`src/rtl/vga_pkg.sv`:
```
// Shared video types plus the frame-buffer reader's state encoding and default sizing.
package vga_pkg;

  typedef struct packed {
    logic [7:0] r;
    logic [7:0] g;
    logic [7:0] b;
  } vga_data_t;

  localparam vga_data_t BLACK = '{r: 8'h00, g: 8'h00, b: 8'h00};

  localparam int FbBurstLen  = 16;
  localparam int FbFifoDepth = 512;

  typedef enum logic [2:0] {
    FB_IDLE,
    FB_FLUSH,
    FB_WAIT_SPACE,
    FB_REQ,
    FB_RECV,
    FB_DRAIN,
    FB_DONE
  } fb_state_t;

endpackage

```
`src/rtl/vga_fb_reader_if.sv`:
```
// Burst read port between the frame-buffer reader (master) and the memory (slave).
interface vga_fb_reader_if
  import vga_pkg::*;
#(
   parameter int ADDR_W = 24,
   parameter int LEN_W  = 5
)();

   logic              req;
   logic [ADDR_W-1:0] addr;
   logic [LEN_W-1:0]  len;
   logic              gnt;
   logic              rvalid;
   vga_data_t         rdata;

   modport master (
      output req, addr, len,
      input  gnt, rvalid, rdata
   );

   modport slave (
      input  req, addr, len,
      output gnt, rvalid, rdata
   );

endinterface

```
`src/rtl/vga_fb_addr_gen.sv`:
```
// Walks the visible area: x/y/line_addr counters producing the next burst address and length.
module vga_fb_addr_gen #(
   parameter int H_RES       = 640,
   parameter int V_RES       = 480,
   parameter int LINE_STRIDE = 640,
   parameter int FB_BASE     = 0,
   parameter int ADDR_W      = 24,
   parameter int BURST_LEN   = 16,
   localparam int LEN_W      = $clog2(BURST_LEN + 1)
) (
   input  logic              clk_i,
   input  logic              rst_i,
   input  logic              load,
   input  logic              advance,
   input  logic [LEN_W-1:0]  adv_len,
   output logic [ADDR_W-1:0] addr,
   output logic [LEN_W-1:0]  len,
   output logic              frame_done
);

   localparam int XW = $clog2(H_RES + 1);
   localparam int YW = $clog2(V_RES + 1);

   logic [XW-1:0]     x_q;
   logic [YW-1:0]     y_q;
   logic [ADDR_W-1:0] line_addr_q;
   logic [XW-1:0]     remain;
   logic [XW-1:0]     x_sum;

   // Bursts are clipped to the end of the line so one never spans two lines.
   assign remain     = XW'(H_RES) - x_q;
   assign len        = (int'(remain) >= BURST_LEN) ? LEN_W'(BURST_LEN) : LEN_W'(remain);
   assign addr       = line_addr_q + ADDR_W'(x_q);
   assign frame_done = (y_q == YW'(V_RES));
   assign x_sum      = x_q + XW'(adv_len);

   // NOTE: sequential state uses non-blocking assignments so every register
   // samples the pre-edge values regardless of statement order.
   always_ff @(posedge clk_i) begin
      if (rst_i || load) begin
         x_q         <= '0;
         y_q         <= '0;
         line_addr_q <= ADDR_W'(FB_BASE);
      end else if (advance) begin
         if (x_sum == XW'(H_RES)) begin
            x_q         <= '0;
            y_q         <= y_q + YW'(1);
            line_addr_q <= line_addr_q + ADDR_W'(LINE_STRIDE);
         end else begin
            x_q <= x_sum;
         end
      end
   end

endmodule

```
`src/rtl/vga_fb_reader.sv`:
```
// Frame-buffer read scheduler: issues line-bounded bursts when the pixel FIFO has room
// and forwards returned beats into the FIFO, resynchronising on every frame start.
module vga_fb_reader
  import vga_pkg::*;
#(
   parameter int H_RES       = 640,
   parameter int V_RES       = 480,
   parameter int LINE_STRIDE = 640,
   parameter int FB_BASE     = 0,
   parameter int ADDR_W      = 24,
   parameter int BURST_LEN   = FbBurstLen,
   parameter int FIFO_DEPTH  = FbFifoDepth,
   localparam int LEN_W      = $clog2(BURST_LEN + 1),
   localparam int LVL_W      = $clog2(FIFO_DEPTH + 1)
) (
   input  logic               clk_i,
   input  logic               rst_i,
   input  logic               enable_i,
   input  logic               frame_start_i,
   input  logic [LVL_W-1:0]   fifo_level_i,
   vga_fb_reader_if.master    mem,
   output logic               fifo_flush_o,
   output logic               fifo_wr_en_o,
   output vga_data_t          fifo_data_o,
   output logic               busy_o,
   output logic               frame_late_o
);

   fb_state_t         state_q, state_d;
   logic [LEN_W-1:0]  beat_q;
   logic [ADDR_W-1:0] addr_q;
   logic [LEN_W-1:0]  len_q;
   logic              req_q, flush_q, wr_q, busy_q, late_q;
   vga_data_t         data_q;

   logic              late_d, wr_d, latch_req, grant_take, beat_take, last_beat;
   logic              ag_load, ag_adv, ag_frame_done, has_space;
   logic [ADDR_W-1:0] ag_addr;
   logic [LEN_W-1:0]  ag_len;

   vga_fb_addr_gen #(
      .H_RES       (H_RES),
      .V_RES       (V_RES),
      .LINE_STRIDE (LINE_STRIDE),
      .FB_BASE     (FB_BASE),
      .ADDR_W      (ADDR_W),
      .BURST_LEN   (BURST_LEN)
   ) u_addr_gen (
      .clk_i      (clk_i),
      .rst_i      (rst_i),
      .load       (ag_load),
      .advance    (ag_adv),
      .adv_len    (len_q),
      .addr       (ag_addr),
      .len        (ag_len),
      .frame_done (ag_frame_done)
   );

   // The extra slot reserves room for the registered write still in flight.
   assign has_space = (32'(fifo_level_i) + 32'(BURST_LEN) + 32'd1) <= 32'(FIFO_DEPTH);
   assign last_beat = mem.rvalid && (beat_q == LEN_W'(1));

   // NOTE: every signal driven here gets a default first, so no path can
   // leave it unassigned and infer a latch.
   always_comb begin
      state_d    = state_q;
      late_d     = 1'b0;
      wr_d       = 1'b0;
      latch_req  = 1'b0;
      grant_take = 1'b0;
      beat_take  = 1'b0;
      ag_load    = 1'b0;
      ag_adv     = 1'b0;

      unique case (state_q)
         FB_IDLE, FB_DONE: begin
            if (frame_start_i && enable_i) state_d = FB_FLUSH;
         end

         FB_FLUSH: begin
            ag_load = 1'b1;
            state_d = FB_WAIT_SPACE;
         end

         FB_WAIT_SPACE: begin
            if (ag_frame_done) begin
               // A frame start here is on time: the whole frame is already fetched.
               state_d = (frame_start_i && enable_i) ? FB_FLUSH : FB_DONE;
            end else if (frame_start_i) begin
               late_d  = 1'b1;
               state_d = FB_FLUSH;
            end else if (!enable_i) begin
               state_d = FB_IDLE;
            end else if (has_space) begin
               latch_req = 1'b1;
               state_d   = FB_REQ;
            end
         end

         FB_REQ: begin
            late_d = frame_start_i;
            if (mem.gnt) begin
               grant_take = 1'b1;
               state_d    = frame_start_i ? FB_DRAIN : FB_RECV;
            end else if (frame_start_i) begin
               state_d = FB_FLUSH;
            end
         end

         FB_RECV: begin
            beat_take = mem.rvalid;
            if (frame_start_i) begin
               late_d  = 1'b1;
               state_d = last_beat ? FB_FLUSH : FB_DRAIN;
            end else begin
               wr_d = mem.rvalid;
               if (last_beat) begin
                  ag_adv  = 1'b1;
                  state_d = FB_WAIT_SPACE;
               end
            end
         end

         FB_DRAIN: begin
            // A granted burst cannot be cancelled, so its beats are swallowed here.
            beat_take = mem.rvalid;
            if (last_beat) state_d = FB_FLUSH;
         end

         default: state_d = FB_IDLE;
      endcase
   end

   // Outputs are decoded from the next state so they line up with state_q.
   always_ff @(posedge clk_i) begin
      if (rst_i) begin
         state_q <= FB_IDLE;
         req_q   <= 1'b0;
         addr_q  <= '0;
         len_q   <= '0;
         flush_q <= 1'b0;
         wr_q    <= 1'b0;
         data_q  <= BLACK;
         busy_q  <= 1'b0;
         late_q  <= 1'b0;
         beat_q  <= '0;
      end else begin
         state_q <= state_d;
         req_q   <= (state_d == FB_REQ);
         flush_q <= (state_d == FB_FLUSH);
         busy_q  <= !((state_d == FB_IDLE) || (state_d == FB_DONE));
         late_q  <= late_d;
         wr_q    <= wr_d;
         if (wr_d) data_q <= mem.rdata;
         if (latch_req) begin
            addr_q <= ag_addr;
            len_q  <= ag_len;
         end
         if (grant_take)     beat_q <= len_q;
         else if (beat_take) beat_q <= beat_q - LEN_W'(1);
      end
   end

   assign mem.req      = req_q;
   assign mem.addr     = addr_q;
   assign mem.len      = len_q;
   assign fifo_flush_o = flush_q;
   assign fifo_wr_en_o = wr_q;
   assign fifo_data_o  = data_q;
   assign busy_o       = busy_q;
   assign frame_late_o = late_q;

endmodule
```
`src/flat_wrapper.sv`:
```
// flat-port wrapper written by rule: the top's interface ports become plain ports
module vga_fb_reader_flat import vga_pkg::*;
#(
   parameter int H_RES       = 640,
   parameter int V_RES       = 480,
   parameter int LINE_STRIDE = 640,
   parameter int FB_BASE     = 0,
   parameter int ADDR_W      = 24,
   parameter int BURST_LEN   = FbBurstLen,
   parameter int FIFO_DEPTH  = FbFifoDepth,
   localparam int LEN_W      = $clog2(BURST_LEN + 1),
   localparam int LVL_W      = $clog2(FIFO_DEPTH + 1)
)
  (clk_i, rst_i, enable_i, frame_start_i, fifo_level_i, fifo_flush_o, fifo_wr_en_o, fifo_data_o, busy_o, frame_late_o, mem_req, mem_addr, mem_len, mem_gnt, mem_rvalid, mem_rdata);
  vga_fb_reader_if #(.ADDR_W(ADDR_W)) mem_i ();
  input  logic clk_i;
  input  logic rst_i;
  input  logic enable_i;
  input  logic frame_start_i;
  input  logic [LVL_W-1:0] fifo_level_i;
  output logic fifo_flush_o;
  output logic fifo_wr_en_o;
  output vga_data_t fifo_data_o;
  output logic busy_o;
  output logic frame_late_o;
  output wire logic [$bits(mem_i.req)-1:0] mem_req;
  output wire logic [$bits(mem_i.addr)-1:0] mem_addr;
  output wire logic [$bits(mem_i.len)-1:0] mem_len;
  input wire logic [$bits(mem_i.gnt)-1:0] mem_gnt;
  input wire logic [$bits(mem_i.rvalid)-1:0] mem_rvalid;
  input wire logic [$bits(mem_i.rdata)-1:0] mem_rdata;
  assign mem_req = mem_i.req;
  assign mem_addr = mem_i.addr;
  assign mem_len = mem_i.len;
  assign mem_i.gnt = mem_gnt;
  assign mem_i.rvalid = mem_rvalid;
  assign mem_i.rdata = mem_rdata;
  vga_fb_reader #(.H_RES(H_RES), .V_RES(V_RES), .LINE_STRIDE(LINE_STRIDE), .FB_BASE(FB_BASE), .ADDR_W(ADDR_W), .BURST_LEN(BURST_LEN), .FIFO_DEPTH(FIFO_DEPTH)) u_core (.clk_i(clk_i), .rst_i(rst_i), .enable_i(enable_i), .frame_start_i(frame_start_i), .fifo_level_i(fifo_level_i), .mem(mem_i), .fifo_flush_o(fifo_flush_o), .fifo_wr_en_o(fifo_wr_en_o), .fifo_data_o(fifo_data_o), .busy_o(busy_o), .frame_late_o(frame_late_o));
endmodule
```
`config.mk`:
```
export PLATFORM = sky130hd
export DESIGN_NAME = vga_fb_reader_flat
export DESIGN_NICKNAME = d
export VERILOG_FILES = /design/src/rtl/vga_pkg.sv /design/src/rtl/vga_fb_reader_if.sv /design/src/rtl/vga_fb_addr_gen.sv /design/src/rtl/vga_fb_reader.sv /design/src/flat_wrapper.sv
export SDC_FILE = /design/constraint.sdc
export NUM_CORES = 1
export LEC_CHECK = 0
export ABC_AREA = 1
export CAP_MARGIN = 20
export CORE_ASPECT_RATIO = 0.7
export CORE_MARGIN = 8
export CORE_UTILIZATION = 55
export CTS_BUF_LIST = sky130_fd_sc_hd__clkbuf_8
export DETAILED_ROUTE_END_ITERATION = 8
export GPL_ROUTABILITY_DRIVEN = 0
export PLACE_DENSITY = 0.82
export SYNTH_ARGS = -nofsm -noshare
export SYNTH_HDL_FRONTEND = slang
export SYNTH_HIERARCHICAL = 1
export SYNTH_SLANG_ARGS = --single-unit
```
`constraint.sdc`:
```
create_clock -name clk_i -period 2.5 [get_ports clk_i]
set_input_delay 0.75 -clock clk_i [delete_from_list [all_inputs] [get_ports clk_i]]
set_output_delay 0.75 -clock clk_i [all_outputs]
set_load 0.03 [all_outputs]
```
Word-level counts from Yosys, hierarchy flattened

Index checks and enable logic that the tools add are counted.

Flip-flop bits (word level): 109
Input bits: 40
Output and inout bits: 58

Add/subtract/negate cells: 8
$lt $le $gt $ge: 2
Equality and inequality tests: 12
Multiplexer cells: 35
Reductions and logical operators: 11

Operators by type and width:

| kind                                                                     | count |
|---|---|
| 3-bit two-way mux                                                        | 12 |
| 32-bit by 1-bit adder with 32-bit output (second input constant)         | 1 |
| 32-bit by 10-bit <= comparator with 1-bit output (second input constant) | 1 |
| 24-bit by 10-bit adder with 24-bit output                                | 1 |
| 24-bit by 10-bit adder with 24-bit output (second input constant)        | 1 |
| 3-bit case mux with 6 select lines                                       | 1 |
| 1-bit two-way mux                                                        | 17 |
| 5-bit two-way mux                                                        | 3 |
| 3-bit equality test (second input constant)                              | 4 |
| 10-bit by 5-bit adder with 11-bit output (second input constant)         | 1 |
| 10-bit by 5-bit adder with 10-bit output                                 | 1 |
| 10-bit equality test (second input constant)                             | 1 |
| 10-bit by 5-bit >= comparator with 1-bit output (second input constant)  | 1 |
| 10-bit two-way mux                                                       | 1 |
| 10-bit subtractor (first input constant)                                 | 1 |
| 9-bit by 1-bit adder with 9-bit output (second input constant)           | 1 |
| 3-bit by 2-bit equality test with 1-bit output (second input constant)   | 3 |
| 9-bit equality test (second input constant)                              | 1 |
| 3-bit by 1-bit equality test with 1-bit output (second input constant)   | 2 |
| 3-bit zero test                                                          | 2 |
| 5-bit by 1-bit equality test with 1-bit output (second input constant)   | 1 |
| 5-bit by 1-bit subtractor with 5-bit output (second input constant)      | 1 |
| 2-bit OR reduction                                                       | 2 |
| 1-bit case mux with 3 select lines                                       | 1 |
| other kinds (5)                                                          | 7 |

Longest topological paths before layout

Depth after elaboration: 11
Mapped depth: 16
Mapped depth without buffers: 16

Hierarchy

Netlist, hierarchy kept.

Modules (own cells, without submodules):

| module          | times used | cells an instance | area an instance (um^2) |
|---|---|---|---|
| vga_fb_reader   | 1          | 373               | 2982.9 |
| vga_fb_addr_gen | 1          | 471               | 2940.3 |

Least setup slack after synthesis

Ideal clock, no wire load.

Kind: register -> register
From: reg u_core.len_q[0] (netlist: u_core/mem.len[0])
To: reg u_core.u_addr_gen.line_addr_q[7]
Library setup time: 110 ps
Arrival time: 2392 ps
Slack: -2 ps
Cell stages (with the launch flop): 13
Buffers on the path: 1
Period minus slack after synthesis: 2502 ps
Path through: dfxtp_1 -> ha_1 -> fa_1 -> or2_2 -> nor2_1 -> nand3_1 -> nor2_2 -> nand2_4 -> nor2_8 -> buf_2 -> nand4_1 -> nand2_1 -> nor2_1

Word-level cells in the longest chain between the ends: 3

RTL lines:

| element                                  | line                  | text |
|---|---|---|
| start, declared                          | vga_fb_reader.sv:32   | `logic [LEN_W-1:0] len_q;` |
| start signal, assigned                   | vga_fb_reader.sv:157  | `len_q <= ag_len;` |
| 10-bit by 5-bit adder with 10-bit output | vga_fb_addr_gen.sv:35 | `assign x_sum = x_q + XW'(adv_len);` |
| 10-bit equality test                     | vga_fb_addr_gen.sv:45 | `if (x_sum == XW'(H_RES)) begin` |
| 2-bit AND reduction (no line)            | -                     |  |
| end signal, assigned                     | vga_fb_addr_gen.sv:43 | `line_addr_q <= ADDR_W'(FB_BASE);` |
| end signal, assigned                     | vga_fb_addr_gen.sv:48 | `line_addr_q <= line_addr_q + ADDR_W'(LINE_STRIDE);` |
| end, declared                            | vga_fb_addr_gen.sv:26 | `logic [ADDR_W-1:0] line_addr_q;` |

Every way passes these cells.
A chain may end at the register's enable or synchronous reset.

Worst setup path in the final report

From: reg u_core.len_q[0] (netlist: u_core/mem.len[0])
To: reg u_core.u_addr_gen.line_addr_q[11]

The elaborated chain is that of the path after synthesis.

==> impl_metrics.py <==
metrics = {
    "floorplanning": {
        "core_mm2": 0.0104,
        "rows": 31,
        "die_x_um": 140,
        "start_util": 0.568,
        "ioPinCount": 98,
        "dieArea_mm2": 0.0144,
        "fp.dieH_um": 103,
    },
    "detailed_routing": {
        "antenna_left": 0,
        "first_pass_iters": 5,
        "wire_per_inst_um": 13.1,
        "wl_um": 14300,
        "dr_total_vias": 5507,
        "viasPerCell": 5.07,
        "drt_iter0_drc": 332,
        "drc": 0,
    },
    "clock_tree": {
        "cts_root_buffer": "clkbuf_8",
        "clock_latency_ps": 390,
        "cts_sinks": 102,
        "clockBufferDepth": 2,
        "cts_tree": "done",
        "clk_pin_slew_ps": 110,
        "htree_levels": 3,
        "cts_buffers": 9,
    },
    "global_routing": {
        "antenna_found_initial": 0,
        "use_met1": 0.271,
        "busiest_layer": "met2",
        "grt_pass1_wl_um": 24100,
        "grt_pass1_vias": 5135,
        "met3_usage": 0.0592,
        "grt_max_degree": 26,
        "grt.total_usage": 0.204,
        "gr-total-overflow": 0,
        "met2_usage": 0.319,
    },
    "synth": {
        "yosysTopAreaCell": "dfxtp_1",
        "synth_seq_cells": 102,
        "syn_nets": 902,
        "synthTopCellsByArea": "dfxtp_1 34%, nor2_1 11%, nand2_1 10%, inv_1 7.8%, a211oi_2 6.1%",
        "synth.cell_area_mm2": 0.00592,
        "syn_avg_cell_area_um2": 7.02,
        "ys_warn_count": 6,
        "synth_cell_type_count": 42,
        "yosysTopAreaCellShare": 0.345,
        "syn_inst": 844,
        "synth_seq_area_share": 0.345,
    },
    "pwr": {
        "combPwrFrac": 0.126,
        "ir_drop_mv": 0.381,
        "p_sw_w": 0.000907,
        "internal_power_w": 0.00221,
        "leakagePower_nw": 3.12,
        "clkPwrFrac": 0.338,
        "power.density_mw_per_mm2": 424,
        "p_sw_frac": 0.291,
        "seq_power_share": 0.537,
        "p_total_w": 0.00311,
    },
    "sta": {
        "finalSetupTns_ps": 0,
        "worst_pin_slew_ps": 436,
        "setup_viol": 0,
        "drv_slew": 0,
        "skew_ps": 18.7,
        "post-route-period-util": 0.969,
        "period_needed_ps": 2420,
        "finalHoldViolCount": 0,
        "relSlewSlack": 0.709,
        "fmax_ghz": 0.413,
    },
    "layout": {
        "n_antenna_cell": 0,
        "drive_gt1_frac": 0.143,
        "fillerInstances": 828,
        "final_util": 0.704,
        "layout_commonest_cell": "nor2_1",
        "nets": 1007,
        "final_cell_mix": "169 x nor2_1, 165 x nand2_1, 123 x inv_1",
        "area_growth_pct": 24.0,
    },
    "worst_hold_path": {
        "hold_class": "flip-flop to flip-flop",
        "hold_path_depth": 2,
    },
    "placed_design": {
        "dp_hpwl_um": 10500,
        "port_buffers": 93,
    },
    "worst_setup_path": {
        "crit_path_start_kind": "flip-flop",
        "crit_chain": "ha_4 > fa_1 > or2_4 > nor2_4 > nand3_2 > nor2_4 > nand2_4 > nor2_8 > buf_6 > nand2_1 > nor3_2 > nor2_1",
        "cp.required_ps": 2790,
        "crit_type": "flip-flop to flip-flop",
        "worst_path_most_repeated_cell": "nor2_4",
        "endpoint_kind": "flip-flop",
        "crit_path_max_fanout": 6,
        "crit_arrival_ps": 2720,
        "cp_slowest_cell": "fa_1",
        "cpPeakStageDelay_ps": 480,
        "worstRegToRegCells": 12,
    },
    "run": {
        "cap_violations": 0,
    },
    "outcome": {
        "status": "completed",
    },
}
metal layers:
metal / vias up / routed length, um
met1: 2508 / 7130
li1: 2864 / -
met2: 121 / 6160
met5: - / 0
met4: 0 / 157
met3: 14 / 819
registers in the layout, summed over array words and instances, names as in the netlist, 3 cells and up:
signal and count:
u_core/state_q 3, u_core/mem.len 5, u_core/u_addr_gen/y_q 9, u_core/u_addr_gen/x_q 10, u_core/mem.addr 24, u_core/u_addr_gen/line_addr_q 17
u_core/fifo_data_o 24, u_core/beat_q 5
through the flow:
step	worst slack, ps	hold slack, ps	std cells	instance area [um^2]
global route	-62.6	538	1086	7350
floorplan	129	476	844	5920
detailed placement	-229	486	1068	7060
finish	77.0	510	1086	7350
global placement	-159	481	1068	7060
CTS	65.7	514	1084	7260
worst max-delay path, delay by kind of cell, from the launching register on:
family | cells | cell delay [ps]
flops | 1 | 370
buf+inv | 1 | 140
simple gates | 9 | 1180
fa+ha+maj | 2 | 640
worst paths after layout:
check | startpoint | slack, ps | endpoint
setup reg to reg | u_core/mem.len[0] | 80 | u_core/u_addr_gen/line_addr_q[11]
setup / recovery | u_core/mem.len[0] | 80 | u_core/u_addr_gen/line_addr_q[11]
hold reg to reg | u_core/fifo_data_o[17] | 510 | u_core/fifo_data_o[17]
hold / removal | u_core/fifo_data_o[17] | 510 | u_core/fifo_data_o[17]
synthesized netlist by cell type (all sizes together):
| library cell | count |
|---|---|
| nand3b | 1 |
| xor2 | 18 |
| inv | 131 |
| a31oi | 1 |
| o211ai | 2 |
| nor2 | 181 |
| nor3 | 11 |
| nand3 | 58 |
| clkinv | 1 |
| or2 | 1 |
| o21a | 1 |
| buf | 24 |
| o21ai | 31 |
| o21bai | 1 |
| ha | 16 |
| nand2 | 174 |
| nor4 | 5 |
| fa | 2 |
| a21o | 1 |
| dfxtp | 102 |
| a21oi | 20 |
| nand4 | 16 |
| clkbuf | 11 |
| o211a | 1 |
| a211oi | 32 |
| o2bb2ai | 1 |
| o2111ai | 1 |
layout make-up:
cell class	count	area, um^2	share of cell area
well taps	132	165	0.0225
repair buffers	129	1260	0.171
clock inverters	7	73.8	0.0100
clock buffers	9	124	0.0169
inverters	132	495	0.0674
flip-flops and latches	102	2050	0.279
multi-input cells	575	3180	0.433
power groups by stage:
| stage | clock network [W] | registers [W] | logic (W) |
|---|---|---|---|
| floorplan | 0 | 0.00175 | 0.000190 |
| global placement | 0 | 0.00171 | 0.000375 |
| detailed placement | 0 | 0.00171 | 0.000381 |
| CTS | 0.00108 | 0.00167 | 0.000384 |
| global route | 0.00115 | 0.00167 | 0.000427 |
| finish | 0.00105 | 0.00167 | 0.000391 |
kinds of logic (layout without fill, tap and decap cells):
logic type	count (synthesis)	after routing	synth area share
AND/OR/NAND/NOR	447	447	0.342
buffers and inverters	167	277	0.125
flip-flops	102	102	0.345
AO/OA/AOI/OAI	92	92	0.121
adder cells (fa/ha/maj)	18	18	0.0406
XOR/XNOR	18	18	0.0266
what timing repair did:
action	CTS	global route
setup buffers	0	1
setup endpoints to repair	0	23
hold buffers	0	0
resized for setup	0	13
(Power assumes the default switching activity.)
